===== config.mk =====
export PLATFORM = sky130hd
export DESIGN_NAME = mem_arbiter
export DESIGN_NICKNAME = d
export VERILOG_FILES = /design/src/rtl/mem_arbiter.sv
export SDC_FILE = /design/constraint.sdc
export NUM_CORES = 1
export LEC_CHECK = 0
export CORE_AREA = 5 5 119 121
export CTS_BUF_LIST = sky130_fd_sc_hd__clkbuf_2
export CTS_CLUSTER_SIZE = 40
export DETAILED_ROUTE_END_ITERATION = 10
export DIE_AREA = 0 0 124 126
export GPL_TIMING_DRIVEN = 0
export PLACE_DENSITY = 0.83
export RECOVER_POWER = 100
export SYNTH_ARGS = -nofsm -noshare
export SYNTH_HDL_FRONTEND = slang
export SYNTH_SLANG_ARGS = --single-unit

===== constraint.sdc =====
create_clock -name clk -period 4.46 [get_ports clk]
set_clock_uncertainty 0.05 [all_clocks]
set_input_delay 1.338 -clock clk [delete_from_list [all_inputs] [get_ports clk]]
set_output_delay 1.338 -clock clk [all_outputs]
set_load 0.02 [all_outputs]

===== src/rtl/mem_arbiter.sv =====
// mem_arbiter
//   Two-requester arbiter in front of a single memory bus. A request is
//   sampled in IDLE, its fields are registered, then issued for one cycle
//   (ISSUE). Writes return straight to IDLE; reads hold the bus for RD_LAT
//   cycles (WAIT), capture the read data and present it for one cycle (RESP).
//
//   Optional feature macro: ARB_RR_EN
//     defined   -> ties go to the requester that did not win last
//     undefined -> m0 always wins ties
//
// Ports
//   clk, rst                      clock, asynchronous active-high reset
//   m0_*/m1_* req, wr, addr,
//             wdata, op           requester inputs (req held until gnt)
//   m0_gnt/m1_gnt                 one-cycle grant pulse in the issue cycle
//   m0_rvalid/m1_rvalid           one-cycle read-data-valid pulse
//   rdata_out                     registered read data
//   dm_w, dm_r, addr, wdata,
//   dm_op                         bus request strobes and fields
//   rdata                         bus read data
//   busy                          high whenever not IDLE
module mem_arbiter #(
   parameter int RD_LAT = 1
) (
   input  logic        clk,
   input  logic        rst,
   input  logic        m0_req,
   input  logic        m0_wr,
   input  logic [31:0] m0_addr,
   input  logic [31:0] m0_wdata,
   input  logic [2:0]  m0_op,
   input  logic        m1_req,
   input  logic        m1_wr,
   input  logic [31:0] m1_addr,
   input  logic [31:0] m1_wdata,
   input  logic [2:0]  m1_op,
   output logic        m0_gnt,
   output logic        m1_gnt,
   output logic        m0_rvalid,
   output logic        m1_rvalid,
   output logic [31:0] rdata_out,
   output logic        dm_w,
   output logic        dm_r,
   output logic [31:0] addr,
   output logic [31:0] wdata,
   output logic [2:0]  dm_op,
   input  logic [31:0] rdata,
   output logic        busy
);

   typedef enum logic [1:0] {
      IDLE  = 2'd0,
      ISSUE = 2'd1,
      WAIT  = 2'd2,
      RESP  = 2'd3
   } state_t;

   // Counter reload: WAIT lasts RD_LAT cycles, the last one has count 0.
   localparam logic [2:0] CNT_INIT = 3'(RD_LAT - 1);

   state_t      state_q, state_d;
   logic        own_q;          // owner of the transaction: 0 = m0, 1 = m1
   logic        wr_q;
   logic [31:0] addr_q;
   logic [31:0] wdata_q;
   logic [2:0]  op_q;
   logic [2:0]  cnt_q;
   logic [31:0] rdata_out_q;
   logic        any_req;
   logic        win_m1;

   assign any_req = m0_req | m1_req;

`ifdef ARB_RR_EN
   logic last_q;                // last winner: 0 = m0, 1 = m1

   // On a tie, m1 wins only if m0 won last time.
   assign win_m1 = m1_req & (~m0_req | ~last_q);
`else
   assign win_m1 = m1_req & ~m0_req;
`endif

   // State register
   always_ff @(posedge clk or posedge rst) begin
      if (rst) begin
         state_q <= IDLE;
      end else begin
         state_q <= state_d;
      end
   end

   // Next-state logic
   always_comb begin
      state_d = state_q;
      case (state_q)
         IDLE:    if (any_req) state_d = ISSUE;
         ISSUE:   state_d = wr_q ? IDLE : WAIT;
         WAIT:    if (cnt_q == 3'd0) state_d = RESP;
         RESP:    state_d = IDLE;
         default: state_d = IDLE;
      endcase
   end

   // Request capture, wait counter and read-data register. The request is
   // captured only in IDLE, so later input changes cannot disturb it.
   always_ff @(posedge clk or posedge rst) begin
      if (rst) begin
         own_q       <= 1'b0;
         wr_q        <= 1'b0;
         addr_q      <= 32'd0;
         wdata_q     <= 32'd0;
         op_q        <= 3'd0;
         cnt_q       <= 3'd0;
         rdata_out_q <= 32'd0;
`ifdef ARB_RR_EN
         last_q      <= 1'b1;
`endif
      end else begin
         if (state_q == IDLE && any_req) begin
            own_q   <= win_m1;
            wr_q    <= win_m1 ? m1_wr    : m0_wr;
            addr_q  <= win_m1 ? m1_addr  : m0_addr;
            wdata_q <= win_m1 ? m1_wdata : m0_wdata;
            op_q    <= win_m1 ? m1_op    : m0_op;
         end
         if (state_q == ISSUE && !wr_q) begin
            cnt_q <= CNT_INIT;
         end else if (state_q == WAIT && cnt_q != 3'd0) begin
            cnt_q <= cnt_q - 3'd1;
         end
         if (state_q == WAIT && cnt_q == 3'd0) begin
            rdata_out_q <= rdata;
         end
`ifdef ARB_RR_EN
         // Updated in ISSUE, i.e. exactly when a grant is shown.
         if (state_q == ISSUE) begin
            last_q <= own_q;
         end
`endif
      end
   end

   // Output logic: everything is zero except what the current state drives.
   always_comb begin
      m0_gnt    = 1'b0;
      m1_gnt    = 1'b0;
      m0_rvalid = 1'b0;
      m1_rvalid = 1'b0;
      dm_w      = 1'b0;
      dm_r      = 1'b0;
      addr      = 32'd0;
      wdata     = 32'd0;
      dm_op     = 3'd0;
      busy      = (state_q != IDLE);
      case (state_q)
         ISSUE: begin
            addr   = addr_q;
            wdata  = wdata_q;
            dm_op  = op_q;
            dm_w   = wr_q;
            dm_r   = ~wr_q;
            m0_gnt = ~own_q;
            m1_gnt = own_q;
         end
         WAIT: begin
            addr  = addr_q;
            dm_op = op_q;
            dm_r  = 1'b1;
         end
         RESP: begin
            m0_rvalid = ~own_q;
            m1_rvalid = own_q;
         end
         default: ;
      endcase
   end

   assign rdata_out = rdata_out_q;

endmodule

**Yosys cells after proc, flatten, opt, wreduce, memory -nomap -nowiden**

Cells that the tools add are included.

- Add/sub/neg operators: 1
- Equality and inequality tests: 5
- Muxes and demuxes: 19
- Bitwise logic cells: 5
- Reduce and logical (&&, ||, !) cells: 12

Operators with widths:

| kind | number |
|---|---|
| two-way mux 32 bit | 4 |
| two-way mux 3 bit | 4 |
| one-hot mux 2 bit (4 select lines) | 1 |
| two-way mux 1 bit | 6 |
| two-way mux 2 bit | 3 |
| == test 2 bit (second input constant) | 2 |
| logical AND 1 bit | 4 |
| nonzero test 2 bit | 2 |
| zero test 3 bit | 1 |
| NOT 1 bit | 3 |
| nonzero test 3 bit | 1 |
| subtractor 3 x 1 -> 3 bit (second input constant) | 1 |
| == test 2 x 1 -> 1 bit (second input constant) | 1 |
| zero test 2 bit | 1 |
| != test 2 x 1 -> 1 bit (second input constant) | 1 |
| != test 2 bit (second input constant) | 1 |
| one-hot mux 1 bit (2 select lines) | 1 |
| AND reduction 2 bit | 1 |
| OR reduction 2 bit | 1 |
| AND 1 bit | 1 |
| zero test 1 bit | 1 |
| OR 1 bit | 1 |

- Bits in registers: 106
- Output and inout port bits: 106
- Word-level logic and storage cells: 50

**Longest topological paths before layout**

Gate-level depths: netlist of run 1.

- Word-level depth: 4
- Depth in mapped cells: 7

**Least setup slack after synthesis of run 1**

No wires, ideal clock.

- Path type: reg2out
- Start point: register state_q[0]
- End point: output port addr[17]
- Arrival: 1.281 ns
- Path slack: 1.791 ns
- Stages on the path, launching flop included: 5
- Path buffers: 1
- Cell sequence: dfrtp_1 > inv_1 > ha_1 > clkbuf_1 > and2_1

- Longest elaborated chain between the ends: 3
- Elaborated cells between the ends (all ways): 4

RTL lines:

| element | RTL line | text |
|---|---|---|
| start, declared | 61 | `state_t state_q, state_d;` |
| start signal, assigned | 88 | `state_q <= state_d;` |
| == test 2 x 1 -> 1 bit / == test 2 bit (equally long branches) | 155 | `case (state_q)` |
| OR reduction 2 bit (no source line) * | n/a |  |
| two-way mux 32 bit * | 155 |  |
| end, declared | 44 | `output logic [31:0] addr,` |

Every way passes the cells marked *; elsewhere a longest branch is shown, timed or not.

==> flow_summary.toml, run 1 <==
[clocking]
clock_tree.htree_level_count = 3
cts_tree = "built"
cts_buffers = 9
cts_post_setup_buffers_inserted = 0
cts-root-buf = "clkbuf_2"
clock_latency_ps = 590
post_cts.resized_instances = 0
cts_num_sinks = 106
clock_path_buffers = 2
path_clk_slew_ps = 300
ctsHoldBuffers = 0

[routing]
detail_route.first_pass.iterations = 4
antenna_violating_nets_post_route = 0
via_per_inst = 4.84
detailedRoute.firstIterationViolations = 164
drc_errors = 0
wirelength_um = 16100
routed_length_per_instance_um = 16.9
dr_total_vias = 4613

[timing]
setup-violations-final = 0
fmaxAchievable_mhz = 238
hold_ws_ps = 462
grt_setup_unrepaired = "false"
report.final.slew_viol_count = 53
final_min_period_over_clock_period_pct = 94.3
worstMarginPinSlew_ps = 2000
timing.slew.headroom_pct = -34.4
hold_viol = 0
timing.final.crit_period_ps = 4210
tns_ps = 0

[worst_setup_path]
required_ps = 3070
timing.rr.start = "state_q[0]"
critical_path_class = "reg2out"
reg2regPathDepth = 7
arrival_ps = 2820
cp-start-kind = "flop"
reg2reg_to = "wdata_q[1]"
worst_case_register_to_register_setup_slack_ps = 1850
worst_setup_path_end_kind = "output port"
worstPathMaxFanout = 10

[placement]
number_of_i_o_port_buffers = 277
dpl.hpwl_um = 13000
globalplace.congestion = 0.800

[floorplan]
core_region_area_mm2 = 0.0130
die_area_mm2 = 0.0156
ios = 278
starting_density_of_the_core_pct = 40.2
floorplan_row_count = 42
die_y_um = 126
chipWidth_um = 124

[synth]
synth.top_cell.area_share_pct = 50.8
synth_seq_cells = 106
ys_async_sr_fraction_pct = 100
synth_compound_area_share_pct = 7.98
synthesis.nets = 663
synth-seq-area-share_pct = 50.8
synth_top_flop_cell = "dfrtp_1"
synthesis.area_mm2 = 0.00522
synth_top_family_by_area = "multiplexers"
yosys.cell_count.top_type = "dfrtp_1"
ys_top_cells_by_area = "dfrtp_1 51%, mux2i_1 13%, and2_1 8.4%"
yosys.cell_types.count = 28
synthCells = 483
synth_edf_count = 0
synth_warnings = 0
muxShareOfSynthArea_pct = 20.3
synth.largest_area_cell = "dfrtp_1"
yosys.area_share.adder_pct = 1.92
post_synth_and_or_nand_nor_area_fraction_pct = 14.6
post_synth_xor_area_fraction_pct = 0
post_synth.cell_area_avg_um2 = 10.8
yosys-top-cells-count = "106 x dfrtp_1, 70 x and2_1, 69 x mux2i_1"

[outcome]
failed_checks = "capacitance limit, slew limit"
status = "complete, but fails checks"

[final_layout]
n_antenna_cell = 0
final_net_count = 952
final_layout_size_suffix_gt1_share_pct = 7.72
syn2layout_area_growth_pct = 59.4
postLayoutCoreUtil_pct = 64.1

[power_and_ir_drop]
power_density_mw_per_mm2 = 592
power.leakage_nw = 3.62
irDropWorstVdd_mv = 0.268

[min_path]
min_delay_worst_endpoint = "addr_q[0]"
hold_path_depth = 2
worstHoldPathType = "reg2reg"
min-delay-start = "addr_q[0]"

[global_route]
first_global_vias = 5055
largest_net_degree_at_the_start_of_global_routing = 66
grt_util_all_layers_pct = 20.4
antenna_violations_before_repair = 0
grt_first_pass_wirelength_um = 25100
gr-total-overflow = 0

[flow_run]
max_cap_viol_count = 2
-- kinds of logic (layout without fill, tap and decap cells) --
kind of cell	after synthesis	after routing
flip-flops	106	106
AO/OA/AOI/OAI	79	79
multiplexers	102	102
AND/OR/NAND/NOR	150	150
buffers and inverters	38	332
adder cells (fa/ha/maj)	8	8
-- worst max path at each step --
stage,from,end,cells past startpoint
floorplan,rst,async pin,1
global placement,rst,addr_q[1],2
detailed placement,state_q[0],addr[27],5
CTS,state_q[0],addr[27],5
global route,flop,addr[27],5
finish,flop,wdata[5],5
-- power breakdown --
| group | total, mW | switching (mW) | internal (mW) |
|---|---|---|---|
| combinational | 2.88 | 1.57 | 1.30 |
| sequential | 1.64 | 0.225 | 1.42 |
| clock | 0.407 | 0.330 | 0.0766 |
| total | 4.93 | 2.13 | 2.80 |
-- layout by cell type, fill, tap and decap left out, drive strengths merged --
cell and instances:
and2 70, ha 8, nand2b 1, clkbuf 34, clkinvlp 3, o21a 1, mux2 33, clkdlybuf4s50 185
nand3b 1, o21ai 69, buf 9, a21o 1, a311oi 1, a221oi 1, nor2b 4, nand3 1
nor4bb 1, nor2 4, nand2 68, a22oi 1, clkinv 3, a21boi 1, dfrtp 106, a21oi 4
inv 6, dlygate4sd3 92, mux2i 69
-- per-layer routing --
metal / vias up / track usage (%) / wire (um)
met5: - / 0 / 0
met4: 0 / 6.57 / 351
met3: 31 / 5.70 / 1260
met2: 190 / 37.1 / 8400
met1: 2193 / 22.8 / 6120
li1: 2199 / - / -
-- area by class of cell --
| cell class | count | area (um2) |
|---|---|---|
| plain buffers | 32 | 196 |
| flip-flops and latches | 106 | 2650 |
| well taps | 176 | 220 |
| inverters | 6 | 23.8 |
| multi-input cells | 339 | 2340 |
| clock inverters | 6 | 42.5 |
| fillers | 1047 | 4650 |
| clock buffers | 10 | 50.0 |
| repair buffers | 278 | 2800 |
-- flip-flops by register name, indices dropped and copies added (netlist names), named ones only --
name and flops:
rdata_out 32, wdata_q 32, state_q 1, addr_q 32, op_q 3, own_q 1
cnt_q 3, wr_q 1
-- per-stage QoR --
| step | power, mW | setup WS [ps] | cells | cell area, um2 |
|---|---|---|---|---|
| CTS | 5.17 | 116 | 953 | 8340 |
| floorplan | 3.25 | 283 | 483 | 5220 |
| detailed placement | 4.76 | 880 | 937 | 8250 |
| finish | 4.93 | 254 | 953 | 8330 |
| global route | 5.27 | 20.4 | 953 | 8330 |
| global placement | 4.66 | -1150 | 936 | 8220 |
-- critical path: stages (launching register included) --
cell	delay [ps]
dfrtp_1	490
inv_1	120
ha_1	420
clkbuf_1	320
and2_1	190
dlygate4sd3_1	680
No activity file was read; power rests on OpenSTA's default activity.
==> inputs of run 2 (changes only) <==
--- a/config.mk
+++ b/config.mk
@@ -14,4 +14,5 @@
 export PLACE_DENSITY = 0.83
 export RECOVER_POWER = 100
+export SKIP_CTS_REPAIR_TIMING = 1
 export SYNTH_ARGS = -nofsm -noshare
 export SYNTH_HDL_FRONTEND = slang
--- a/constraint.sdc
+++ b/constraint.sdc
@@ -3,3 +3,3 @@
 set_input_delay 1.338 -clock clk [delete_from_list [all_inputs] [get_ports clk]]
 set_output_delay 1.338 -clock clk [all_outputs]
-set_load 0.02 [all_outputs]
+set_load 0.01 [all_outputs]
==> flow_summary.toml, run 2 (same netlist as run 1, synthesis figures left out) <==
[outcome]
status = "complete, but fails checks"
failed_checks = "capacitance limit, slew limit"

[routing]
dr_total_vias = 4614
drc_errors = 0
detailedRoute.firstIterationViolations = 130
via_per_inst = 4.84
antenna_violating_nets_post_route = 0
detail_route.first_pass.iterations = 4
routed_length_per_instance_um = 16.9
wirelength_um = 16100

[clocking]
path_clk_slew_ps = 300
clock_tree.htree_level_count = 3
cts_num_sinks = 106
cts_buffers = 9
clock_path_buffers = 2
clock_latency_ps = 590
cts_tree = "built"
cts-root-buf = "clkbuf_2"

[timing]
hold_viol = 0
fmaxAchievable_mhz = 238
setup-violations-final = 0
grt_setup_unrepaired = "false"
report.final.slew_viol_count = 53
timing.slew.headroom_pct = -34.8
tns_ps = 0
timing.final.crit_period_ps = 4210
worstMarginPinSlew_ps = 2010
hold_ws_ps = 462
final_min_period_over_clock_period_pct = 94.4
least_setup_slack_across_all_paths_after_layout_ps = 252

[worst_setup_path]
critical_path.endpoint = "m1_gnt"
path_cells = "inv_1 > ha_1 > clkbuf_1 > and2_1 > dlygate4sd3_1"
critical_path.n_buffers_inverters = 3
worst_case_register_to_register_setup_slack_ps = 1780
critical_path.slowest_cell = "dlygate4sd3_1"
cp-start-kind = "flop"
number_of_cells_on_the_critical_path = 5
reg2regPathDepth = 7
critical_path_class = "reg2out"
arrival_ps = 2820
timing.rr.start = "state_q[0]"
worstPathMaxFanout = 10
worst_setup_path_end_kind = "output port"
required_ps = 3070
crit_family = "buffers and inverters"
reg2reg_to = "wdata_q[1]"
crit_path_max_incr_delay_ps = 620

[final_layout]
postLayoutCoreUtil_pct = 64.1
layout.cells.most_common = "clkdlybuf4s50_1"
finalInstanceArea_mm2 = 0.00832
n_antenna_cell = 0
most_used_cells_in_the_layout_excluding_fill_and_tap_cells = "198 x clkdlybuf4s50_1, 106 x dfrtp_1, 79 x dlygate4sd3_1, 69 x mux2i_1, 68 x nand2_1"
n_fill_cell = 1045
final_net_count = 952
final_layout_size_suffix_gt1_share_pct = 7.46
syn2layout_area_growth_pct = 59.3

[global_route]
gr-total-overflow = 0
first_global_vias = 5055
grt_util_all_layers_pct = 20.4
use_met1_pct = 22.8
grt_first_pass_wirelength_um = 25100
antenna_violations_before_repair = 0
largest_net_degree_at_the_start_of_global_routing = 66
grt.busiest_layer = "met2"
grt.met2_usage_pct = 37.1
grt.met3_usage_pct = 5.70

[placement]
dpl.hpwl_um = 13000
number_of_i_o_port_buffers = 277
globalplace.congestion = 0.800
post-place-ws_ps = 947
placed_area_mm2 = 0.00825

[floorplan]
ios = 278
die_y_um = 126
chipWidth_um = 124
starting_density_of_the_core_pct = 40.2
core_region_area_mm2 = 0.0130
floorplan_row_count = 42
die_area_mm2 = 0.0156

[power_and_ir_drop]
irDropWorstVdd_mv = 0.234
power_density_mw_per_mm2 = 550
power.leakage_nw = 3.57

[min_path]
worstHoldPathType = "reg2reg"
hold_path_depth = 2

[flow_run]
max_cap_viol_count = 2
==> run 2: changes by cell type in the layout (fill, tap and decap cells not counted) <==
cell	previous run	this run
ha_1	7	8
dlygate4sd3_1	92	79
clkdlybuf4s50_1	185	198
clkbuf_2	11	10
and2_1	59	47
and2_0	11	23
ha_2	1	0
clkbuf_1	23	24
==> run 2: final cells by class <==
class / count / area [um2] / area share [%]
buffer: 32 / 195 / 2.35
clock buffer: 10 / 50.0 / 0.601
clock inverter: 6 / 42.5 / 0.511
inverter: 6 / 23.8 / 0.286
multi-input combinational: 339 / 2340 / 28.1
sequential: 106 / 2650 / 31.9
tap: 176 / 220 / 2.65
timing repair buffer: 278 / 2800 / 33.6
==> run 2: power by group <==
group          switching [mW]  internal [mW]  total [mW]
Combinational            1.21           1.31        2.52
Clock                   0.332         0.0766       0.409
Sequential              0.225           1.42        1.64
Total                    1.77           2.80        4.58
==> run 2: metrics by stage <==
stage                     std cells  power (mW)
after CTS                       953        4.81
after floorplan                 483        2.89
final                           953        4.58
after global routing            953        4.92
after detailed placement        937        4.40
after global placement          936        4.30
==> run 2: metal layers <==
metal | share of wire (%) | vias to the layer above
met3 | 7.6 | 29
met1 | 38 | 2200
li1 | - | 2198
met4 | 2.1 | 0
met2 | 52 | 187
met5 | 0 | -
==> run 2: how the worst min path moves through the flow <==
stage,start,end,slack [ps]
after floorplan,wdata_q[18],wdata_q[18],390
after global placement,addr_q[26],addr_q[26],410
after detailed placement,wdata_q[25],wdata_q[25],410
after CTS,addr_q[17],addr_q[17],470
after global routing,addr_q[8],addr_q[8],490
final,op_q[1],op_q[1],460
==> run 2: worst reg2reg max path, stage by stage (launching register included) <==
cell and delay, ps:
dfrtp_1 450, inv_1 120, ha_1 290, o21ai_0 590
clkbuf_1 460, clkbuf_1 420, nand2_1 90, o21ai_0 110
